<file path="src/rtl/sram_arbiter.sv">
// Round-robin arbiter sharing one SRAM port between NUM_REQ masters, with burst lock,
// a hold-time fairness limit and per-master read-data-valid tagging.
module sram_arbiter #(
  parameter int NUM_REQ  = 4,
  parameter int MAX_HOLD = 64
) (
  input  logic                   clk,
  input  logic                   rst,
  input  logic [NUM_REQ-1:0]     req_i,
  input  logic [NUM_REQ-1:0]     lock_i,
  input  logic [NUM_REQ-1:0]     ce_i,
  input  logic [NUM_REQ-1:0]     we_i,
  input  logic [NUM_REQ*32-1:0]  addr_i,
  input  logic [NUM_REQ*4-1:0]   sel_i,
  input  logic [NUM_REQ*32-1:0]  wdata_i,
  output logic [NUM_REQ-1:0]     gnt_o,
  output logic [NUM_REQ-1:0]     rvalid_o,
  output logic [31:0]            rdata_o,
  output logic                   sram_ce_o,
  output logic                   sram_we_o,
  output logic [31:0]            sram_addr_o,
  output logic [3:0]             sram_sel_o,
  output logic [31:0]            sram_data_o,
  input  logic [31:0]            sram_data_i
);

  localparam int PW        = $clog2(NUM_REQ);
  localparam int HOLD_LAST = (MAX_HOLD > 0) ? (MAX_HOLD - 1) : 0;
  localparam int HW        = (HOLD_LAST > 0) ? $clog2(HOLD_LAST + 1) : 1;
  localparam logic [PW-1:0] PTR_LAST = PW'(NUM_REQ - 1);
  localparam logic [HW-1:0] HOLD_MAX = HW'(HOLD_LAST);
  localparam logic LIMITED = (MAX_HOLD > 0);

  typedef enum logic [0:0] {
    ST_IDLE  = 1'b0,
    ST_OWNED = 1'b1
  } state_t;

  state_t               r_state;
  state_t               w_state_nxt;
  logic [NUM_REQ-1:0]   r_gnt;
  logic [NUM_REQ-1:0]   w_gnt_nxt;
  logic [NUM_REQ-1:0]   r_rvalid;
  logic [PW-1:0]        r_ptr;
  logic [PW-1:0]        w_ptr_nxt;
  logic [HW-1:0]        r_hold;
  logic [HW-1:0]        w_hold_nxt;
  logic [PW-1:0]        w_own;
  logic [PW-1:0]        w_win;
  logic [PW-1:0]        w_scan;
  logic                 w_win_found;
  logic                 w_take;
  logic                 w_other_req;
  logic                 w_limit_hit;
  logic                 w_keep;
  logic                 w_ce;
  logic                 w_we;
  logic [31:0]          w_addr;
  logic [3:0]           w_sel;
  logic [31:0]          w_wdata;

  function automatic logic [PW-1:0] wrap_inc(input logic [PW-1:0] v);
    return (v == PTR_LAST) ? {PW{1'b0}} : (v + 1'b1);
  endfunction

  // Index of the current owner, decoded from the one-hot grant
  always_comb begin
    w_own = {PW{1'b0}};
    for (int k = 0; k < NUM_REQ; k++) begin
      w_own = w_own | (r_gnt[k] ? PW'(k) : {PW{1'b0}});
    end
  end

  // Round-robin scan starting at the pointer; first requester found wins
  always_comb begin
    w_win       = {PW{1'b0}};
    w_win_found = 1'b0;
    w_take      = 1'b0;
    w_scan      = r_ptr;
    for (int i = 0; i < NUM_REQ; i++) begin
      w_take      = req_i[w_scan] & ~w_win_found;
      w_win       = w_take ? w_scan : w_win;
      w_win_found = w_win_found | req_i[w_scan];
      w_scan      = wrap_inc(w_scan);
    end
  end

  assign w_other_req = |(req_i & ~r_gnt);
  assign w_limit_hit = LIMITED && (r_hold == HOLD_MAX) && w_other_req;
  assign w_keep      = (r_state == ST_OWNED) && req_i[w_own] && lock_i[w_own] && !w_limit_hit;

  // Next grant, pointer and hold count
  always_comb begin
    w_state_nxt = r_state;
    w_gnt_nxt   = r_gnt;
    w_ptr_nxt   = r_ptr;
    w_hold_nxt  = r_hold;
    case (r_state)
      ST_OWNED: begin
        if (w_keep) begin
          w_hold_nxt = (r_hold == HOLD_MAX) ? r_hold : (r_hold + 1'b1);
        end else if (w_win_found) begin
          w_state_nxt = ST_OWNED;
          w_gnt_nxt   = {{(NUM_REQ-1){1'b0}}, 1'b1} << w_win;
          w_ptr_nxt   = wrap_inc(w_win);
          w_hold_nxt  = {HW{1'b0}};
        end else begin
          w_state_nxt = ST_IDLE;
          w_gnt_nxt   = {NUM_REQ{1'b0}};
          w_hold_nxt  = {HW{1'b0}};
        end
      end
      ST_IDLE: begin
        if (w_win_found) begin
          w_state_nxt = ST_OWNED;
          w_gnt_nxt   = {{(NUM_REQ-1){1'b0}}, 1'b1} << w_win;
          w_ptr_nxt   = wrap_inc(w_win);
          w_hold_nxt  = {HW{1'b0}};
        end else begin
          w_state_nxt = ST_IDLE;
          w_gnt_nxt   = {NUM_REQ{1'b0}};
          w_hold_nxt  = {HW{1'b0}};
        end
      end
      default: begin
        w_state_nxt = ST_IDLE;
        w_gnt_nxt   = {NUM_REQ{1'b0}};
        w_ptr_nxt   = {PW{1'b0}};
        w_hold_nxt  = {HW{1'b0}};
      end
    endcase
  end

  // State, grant, pointer, hold counter and read tag registers
  always_ff @(posedge clk or negedge rst) begin
    if (!rst) begin
      r_state  <= ST_IDLE;
      r_gnt    <= {NUM_REQ{1'b0}};
      r_ptr    <= {PW{1'b0}};
      r_hold   <= {HW{1'b0}};
      r_rvalid <= {NUM_REQ{1'b0}};
    end else begin
      r_state  <= w_state_nxt;
      r_gnt    <= w_gnt_nxt;
      r_ptr    <= w_ptr_nxt;
      r_hold   <= w_hold_nxt;
      r_rvalid <= r_gnt & ce_i & ~we_i;
    end
  end

  // AND-OR mux of the granted master onto the SRAM port; all zero when idle
  always_comb begin
    w_addr  = 32'h0000_0000;
    w_sel   = 4'h0;
    w_wdata = 32'h0000_0000;
    for (int k = 0; k < NUM_REQ; k++) begin
      w_addr  = w_addr  | (addr_i[32*k +: 32]  & {32{r_gnt[k]}});
      w_sel   = w_sel   | (sel_i[4*k +: 4]     & {4{r_gnt[k]}});
      w_wdata = w_wdata | (wdata_i[32*k +: 32] & {32{r_gnt[k]}});
    end
  end

  assign w_ce = |(r_gnt & ce_i);
  assign w_we = |(r_gnt & we_i);

  assign gnt_o       = r_gnt;
  assign rvalid_o    = r_rvalid;
  assign rdata_o     = sram_data_i;
  assign sram_ce_o   = w_ce;
  assign sram_we_o   = w_we;
  assign sram_addr_o = w_addr;
  assign sram_sel_o  = w_sel;
  assign sram_data_o = w_wdata;

endmodule

</file>
<file path="config.mk">
export PLATFORM = sky130hd
export DESIGN_NAME = sram_arbiter
export DESIGN_NICKNAME = d
export VERILOG_FILES = /design/src/rtl/sram_arbiter.sv
export SDC_FILE = /design/constraint.sdc
export NUM_CORES = 1
export LEC_CHECK = 0
export CAP_MARGIN = 20
export CORE_AREA = 4 4 165 167
export CTS_CLUSTER_SIZE = 12
export DETAILED_ROUTE_END_ITERATION = 16
export DIE_AREA = 0 0 169 171
export RECOVER_POWER = 100
export SLEW_MARGIN = 20
export SYNTH_ARGS = -nofsm -noshare
export SYNTH_HDL_FRONTEND = slang
export SYNTH_SLANG_ARGS = --single-unit
</file>
<file path="constraint.sdc">
create_clock -name clk -period 3.68 [get_ports clk]
set_clock_uncertainty 0.05 [all_clocks]
set_input_delay 0.92 -clock clk [delete_from_list [all_inputs] [get_ports clk]]
set_output_delay 0.92 -clock clk [all_outputs]
set_load 0.03 [all_outputs]
</file>
==> results of run 1 <==
[through the flow]
step                instance area, um2  setup slack (ps)  hold WS [ps]
finish                            6760             174.0         511.7
detailed placement                6716             116.7         505.7
global route                      6760             108.5         576.2
CTS                               6795             202.0         517.7
global placement                  6716             162.9         489.3
floorplan                         2835             861.5         466.8
[placed cells by master, fill, tap and decap left out, types with 2 or more instances in the layout]
cell             synthesis  final
clkbuf_2                 0      2
buf_12                   0      4
mux2_1                   2      3
nand3_1                  5      5
o21a_1                   2      2
dlygate4sd3_1            0     70
xnor2_1                  2      2
clkbuf_16                0      3
buf_4                   33     10
xor2_1                   2      2
nand2_1                 77     77
mux2i_1                  7      7
a22oi_1                139    139
o21ai_1                  3      2
dfrtp_1                 17     15
a211oi_1                 1      2
clkbuf_1                23      3
dfrtp_2                  0      2
ha_1                     6      6
a21oi_1                  7      7
inv_1                    2      2
nor2b_1                  4      4
mux2_4                   2      2
o21ai_0                  3      4
clkdlybuf4s50_1          0    295
a22o_1                   4      4
nor2_1                  13     14
a31oi_1                  2      2
[registers in the layout (all words and copies together) (netlist names)]
signal    cells
gnt_o         4
r_hold        6
r_ptr         2
r_state       1
rvalid_o      4
[power by group]
group	internal, uW	switching [uW]
Sequential	245	102
Clock	147	70.3
Combinational	1590	2220
Total	1980	2390
[layer usage]
metal	vias up	share of wire
li1	2100	-
met1	2029	0.38
met2	246	0.51
met3	32	0.090
met4	0	0.019
met5	-	0
[Yosys cell counts, types with 3 or more instances]
library cell | n | share of area
a22oi_1 | 139 | 0.37
nand2_1 | 77 | 0.10
buf_4 | 33 | 0.087
clkbuf_1 | 23 | 0.030
dfrtp_1 | 17 | 0.15
nor2_1 | 13 | 0.017
a21oi_1 | 7 | 0.012
buf_1 | 7 | 0.0093
mux2i_1 | 7 | 0.025
ha_1 | 6 | 0.026
nand3_1 | 5 | 0.0088
a22o_1 | 4 | 0.012
nor2b_1 | 4 | 0.0088
o21ai_0 | 3 | 0.0053
o21ai_1 | 3 | 0.0053
[worst max path at each step]
stage	from	endpoint	slack (ps)	depth (start not counted)
6_report	wdata_i[84]	sram_data_o[20]	170	5
5_1_grt	gnt_o[1]	sram_addr_o[5]	110	4
4_1_cts	wdata_i[84]	sram_data_o[20]	200	5
3_5_place_dp	req_i[2]	r_ptr[1]	120	9
3_3_place_gp	wdata_i[84]	sram_data_o[20]	160	5
2_1_floorplan	req_i[3]	r_ptr[1]	860	8
[worst register-to-register path, delay by kind of cell (launching register included)]
kind                       cells  cell delay (ps)
adders and majority gates      2              740
AOI/OAI and AO/OA              2              420
DFF                            1              450
buffers and inverters          1              110
muxes                          2              530
and+or+nand+nor                2              580
[layout make-up]
class | instances | area (um2) | area share
tap | 335 | 419.2 | 0.06200
timing repair buffer | 383 | 3826 | 0.5660
clock buffer | 4 | 78.83 | 0.01166
sequential | 17 | 427.9 | 0.06330
multi-input combinational | 303 | 1997 | 0.2954
inverter | 3 | 11.26 | 0.001666
[cell families after synthesis]
group | share of synthesized area
AOI/OAI and AO/OA | 0.4497
and+or+nand+nor | 0.1668
buffers and inverters | 0.1386
DFF | 0.1500
muxes | 0.05605
adders and majority gates | 0.02648
xor gates and xnor gates | 0.01236
==> impl_results.md, run 1 <==
* Flop2flop setup slack at 670 ps
* Placed insts at 1041
* Period minus WS final at 3506 ps
* Power per Cell Area at 646.8 nW/um2
* Final cell utilization of the core at 0.2624
* Worst-skew pair later-pin latency at 250 ps
* Layout cells sized above 1 at 0.04507
* CP cell instances: clkdlybuf4s50_1 > a22oi_1 > buf_4 > nand2_1 > dlygate4sd3_1
* TNS Setup at 0 ps
* Number of synthesized flops with an enable pin at 0
* Hold Path Depth at 2
* Slew Limit Fails at 0
* Initial core utilization at 0.1100
* Crit Path Category: in2out
* # Post-CTS Setup Buffers at 0
* Post-route insts no fill at 1045
* CP startpoint kind: input pin
* Seq/Total Area, Yosys at 0.1500
* PostCTS Resize Cnt at 0
* Hold Path End: r_hold[1]
* Vias after detailed routing at about 4400
* Die ar. at 28900 um2
* Ant. Diodes at 0
* Clk root buf: clkbuf_16
* Final hold vios at 0
* Clock buffer depth at 2
* RSZ-0062 raised after global routing: no
* Drt wl/cell at roughly 18 um
* Critical path's top delay family: buffers and inverters
* Num rows at 59
* Vias per cell at 4.217
* Outcome: finished clean
* RR Startpoint: r_ptr[1]
* Initial antenna violation count at 0
* Fmax at 285.2 MHz
* Vias in the first global route at around 4300
* Tcrit/Tclk final at 0.9527
* # DRC at 0
* I/O pins at 432
* Detailed Routing Iterations Pass 1 at 4
* Syn nets at 717
* Cell with the largest stage delay on the worst path: dlygate4sd3_1
* Synthesized flop and latch total at 17
* IO buf count at ~370
* Synthesis-to-layout area growth at 138.4%
* Total CTS buffers at 3
* R2R cell count at 9
* Sink Count at 17
* CP required at between 2000 and 3000 ps
* Most Crowded Layer GR: met2
* CP Capture Type: primary output
* Worst Hold Class: reg2reg
* Worst hold start: r_hold[1]
* Max-cap violation count at 0
* Mapped Area at between 2000 and 3000 um2
* Height of the die at 171 um
* Tot GR Track Use at 0.1106
* Global route overflow at 0
* Maximum VDD drop at 297.9 uV
* Cells after synthesis at 389
* Worst path buffer plus inverter count at 3
* DP Wirelength at between 15000 and 20000 um
* Post-synth cell types at 46
* Die width at 169 um
* Core Area at ~26000 um2
* CTS tree: yes
* Routability Congestion at 0.7576
* Largest net degree at the start of global routing at 74
* GR Util met3 at 0.02819
* Antenna Nets Post-Route at 0
* P_leak at 0.002693 uW
* CP arrival at 2540 ps
* Final setup viols at 0
* Syn avg cell area at 7.288 um2
* Total number of yosys warnings at 0
* Slew headroom at 0.4531
* Drt first-iter violations at 181
* Final net count at 1039
* Htree depth at 1
* Overall Power at roughly 4400 uW
* Max FO, Critical Path at 1
* CP peak stage delay at 690 ps
* Met2 Usage GRT at 0.2020
* M1 GR Usage at 0.1307
* FF-to-FF End: r_ptr[1]
* Clock transition at path regs at ~50 ps
* First-pass GRT wire length at 25330 um
* Ys async rst share at 1.000
* Final WL at about 19000 um
* Worst-margin pin slew at 811.8 ps
* Filler cells at approximately 2800
* Top_reg_cell synth: dfrtp_1
* CTS Hold Bufs at 0
(Power assumes the default switching activity.)
==> run 2, diff against run 1 <==
SETUP_SLACK_MARGIN = 0.15   (was unset)
==> results of run 2 <==
Same layout as run 1: the final DEF is identical, and so are final timing and power.
==> run 3, diff against run 2 <==
CORE_AREA = 4 4 168 170   (was 4 4 165 167)
DIE_AREA = 0 0 172 174   (was 0 0 169 171)
DONT_BUFFER_PORTS = 1   (was unset)
SKIP_CTS_REPAIR_TIMING = 1   (was unset)
==> run 3 against run 2 <==
  * Largest power group unchanged
  * Combinational power fell by 31%
  * Sequential power rose by 32%
  * Routed wire length fell by 20%
  * Register-to-register slack got worse by 230 ps
  * Maximum frequency rose by 8.3%
==> impl_results.md, run 3 (same netlist as run 1, synthesis figures left out) <==
* Outcome: finished clean
* Crit Path Category: reg2reg
* Global route overflow at 0 (unchanged)
* Critical path's top delay family: adder cells
* RR Startpoint: r_ptr[0]
* Num rows at 60 (+1.7%)
* Antenna Nets Post-Route at 0 (unchanged)
* Flop2flop setup slack at 440 ps (-230 ps)
* Worst Hold Class: in2async
* CP most frequent cell: ha_1
* Final cell utilization of the core at 0.1138 (-0.1486)
* Drt first-iter violations at 137 (-24%)
* Biggest register: r_hold
* Vias in the first global route at 3084 (-28%)
* # DRC at 0 (unchanged)
* Synthesis-to-layout area growth at 7.238%
* Max-cap violation count at 0 (unchanged)
* CTS tree: yes
* Commonest non-fill, non-tap cells in the layout: a22oi_1, nand2_1, dfrtp_1
* Period minus WS final at 3237 ps (-269.4 ps)
* Filler cells at 3082 (+9.1%)
* Tcrit/Tclk final at 0.8795 (-0.07321)
* Height of the die at 174 um (+1.8%)
* DP Wirelength at 12900 um (-17%)
* Slew Limit Fails at 0 (unchanged)
* First-pass GRT wire length at 19380 um (-23%)
* Vias after detailed routing at 3092 (-30%)
* Die width at 172 um (+1.8%)
* Worst-margin pin slew at 902.5 ps (+90.70 ps)
* I/O pins at 432 (unchanged)
* RSZ-0062 raised after global routing: no
* CP required at 3770 ps (+1060 ps)
* Power per Cell Area at 1096 nW/um2 (+69%)
* Largest net degree at the start of global routing at 55 (-26%)
* Worst path buffer plus inverter count at 1 (-2)
* Core Area at 26730 um2 (+3.7%)
* CP arrival at 3330 ps (+790 ps)
* Sink Count at 17 (unchanged)
* Initial core utilization at 0.1061 (-0.003962)
* Final hold vios at 0 (unchanged)
* Final setup viols at 0 (unchanged)
* Routability Congestion at 0.7760 (+2.4%)
* Htree depth at 1 (unchanged)
* CP cell instances: ha_1 > or3_4 > and4_4 > o31ai_4 > o31ai_1 > mux2i_1 > inv_1 > ha_1 > mux2_4
* P_leak at 0.001162 uW (-57%)
* Total CTS buffers at 3 (unchanged)
* TNS Setup at 0 ps (unchanged)
* Die ar. at 29930 um2 (+3.6%)
* Max FO, Critical Path at 14 (+13)
* Most common cell after layout, fill and taps aside: a22oi_1
* Maximum VDD drop at 196.6 uV (-34%)
* Layout cells sized above 1 at 0.07738 (+0.03231)
* Worst-skew pair later-pin latency at 260 ps (about the same)
* Tot GR Track Use at 0.08783 (-0.02282)
* CP Capture Type: flip-flop
* Max FFs per register at 6 (unchanged)
* Slew headroom at 0.3983 (-0.05475)
* Drt wl/cell at 22.05 um (+23%)
* Final net count at 665 (-36%)
* Detailed Routing Iterations Pass 1 at 4 (unchanged)
* Fmax at 309.0 MHz (+8.3%)
* Clk root buf: clkbuf_16
* Vias per cell at 4.554 (+8.0%)
* Clock buffer depth at 2 (unchanged)
* FF-to-FF End: r_ptr[1]
* CP startpoint kind: flip-flop
* IO buf count at 0 (-100%)
* Initial antenna violation count at 3 (+3)
* Final WL at 14970 um (-20%)
* R2R cell count at 9 (unchanged)
* CP peak stage delay at 640 ps (-50 ps)
* Cell with the largest stage delay on the worst path: dfrtp_1
* Clock transition at path regs at 60 ps (about the same)
[run 3: cell types whose count changed in the layout (fill, tap and decap cells not counted), sizes merged]
cell,change
clkbuf,-4
clkinvlp,+1
dlygate4sd3,-70
buf,-6
diode,+2
clkdlybuf4s50,-295
[run 3: per-layer routing]
| layer | share of wire | up-vias | wire length, um | global-route usage |
|---|---|---|---|---|
| li1 | - | 1353 | - | - |
| met1 | 0.38 | 1449 | 5623 | 0.09967 |
| met2 | 0.51 | 260 | 7640 | 0.1611 |
| met3 | 0.078 | 28 | 1164 | 0.01387 |
| met4 | 0.035 | 2 | 525 | 0.03603 |
| met5 | 0.0011 | - | 17 | 0 |
[run 3: cell type report]
type | instances | area (um2) | share of cell area
multi-input combinational | 303 | 2008 | 0.6605
tap | 341 | 426.7 | 0.1403
antenna | 2 | 5.005 | 0.001646
clock inverter | 1 | 7.507 | 0.002469
sequential | 17 | 429.2 | 0.1412
inverter | 3 | 11.26 | 0.003704
clock buffer | 3 | 75.07 | 0.02469
timing repair buffer | 9 | 77.57 | 0.02551
[run 3: worst max-delay path by stage]
| stage | endpoint | cells past startpoint | slack, ps | startpoint |
|---|---|---|---|---|
| 2_1_floorplan | r_ptr[1] | 8 | 860 | req_i[3] |
| 3_3_place_gp | r_ptr[1] | 9 | 640 | r_ptr[0] |
| 3_5_place_dp | r_ptr[1] | 9 | 560 | r_ptr[0] |
| 4_1_cts | r_ptr[1] | 9 | 550 | r_ptr[0] |
| 5_1_grt | r_ptr[1] | 9 | 190 | r_ptr[0] |
| 6_report | r_ptr[1] | 9 | 440 | r_ptr[0] |
[run 3: metrics by stage]
stage / power (uW) / cells / cell area, um2 / setup slack [ps] / hold slack (ps)
2_1_floorplan: 2731 / 389 / 2835 / 861.5 / 466.8
3_3_place_gp: 3090 / 673 / 2968 / 637.5 / 491.1
3_5_place_dp: 3138 / 673 / 2968 / 560.4 / 512.3
4_1_cts: 3395 / 677 / 3050 / 547.4 / 284.6
5_1_grt: 3609 / 679 / 3040 / 187.2 / 285.5
6_report: 3332 / 679 / 3040 / 443.4 / 304.2
[run 3: report_power, final]
| part | internal, uW | switching (uW) |
|---|---|---|
| Combinational | 706 | 1930 |
| Sequential | 243 | 216 |
| Clock | 147 | 89.9 |
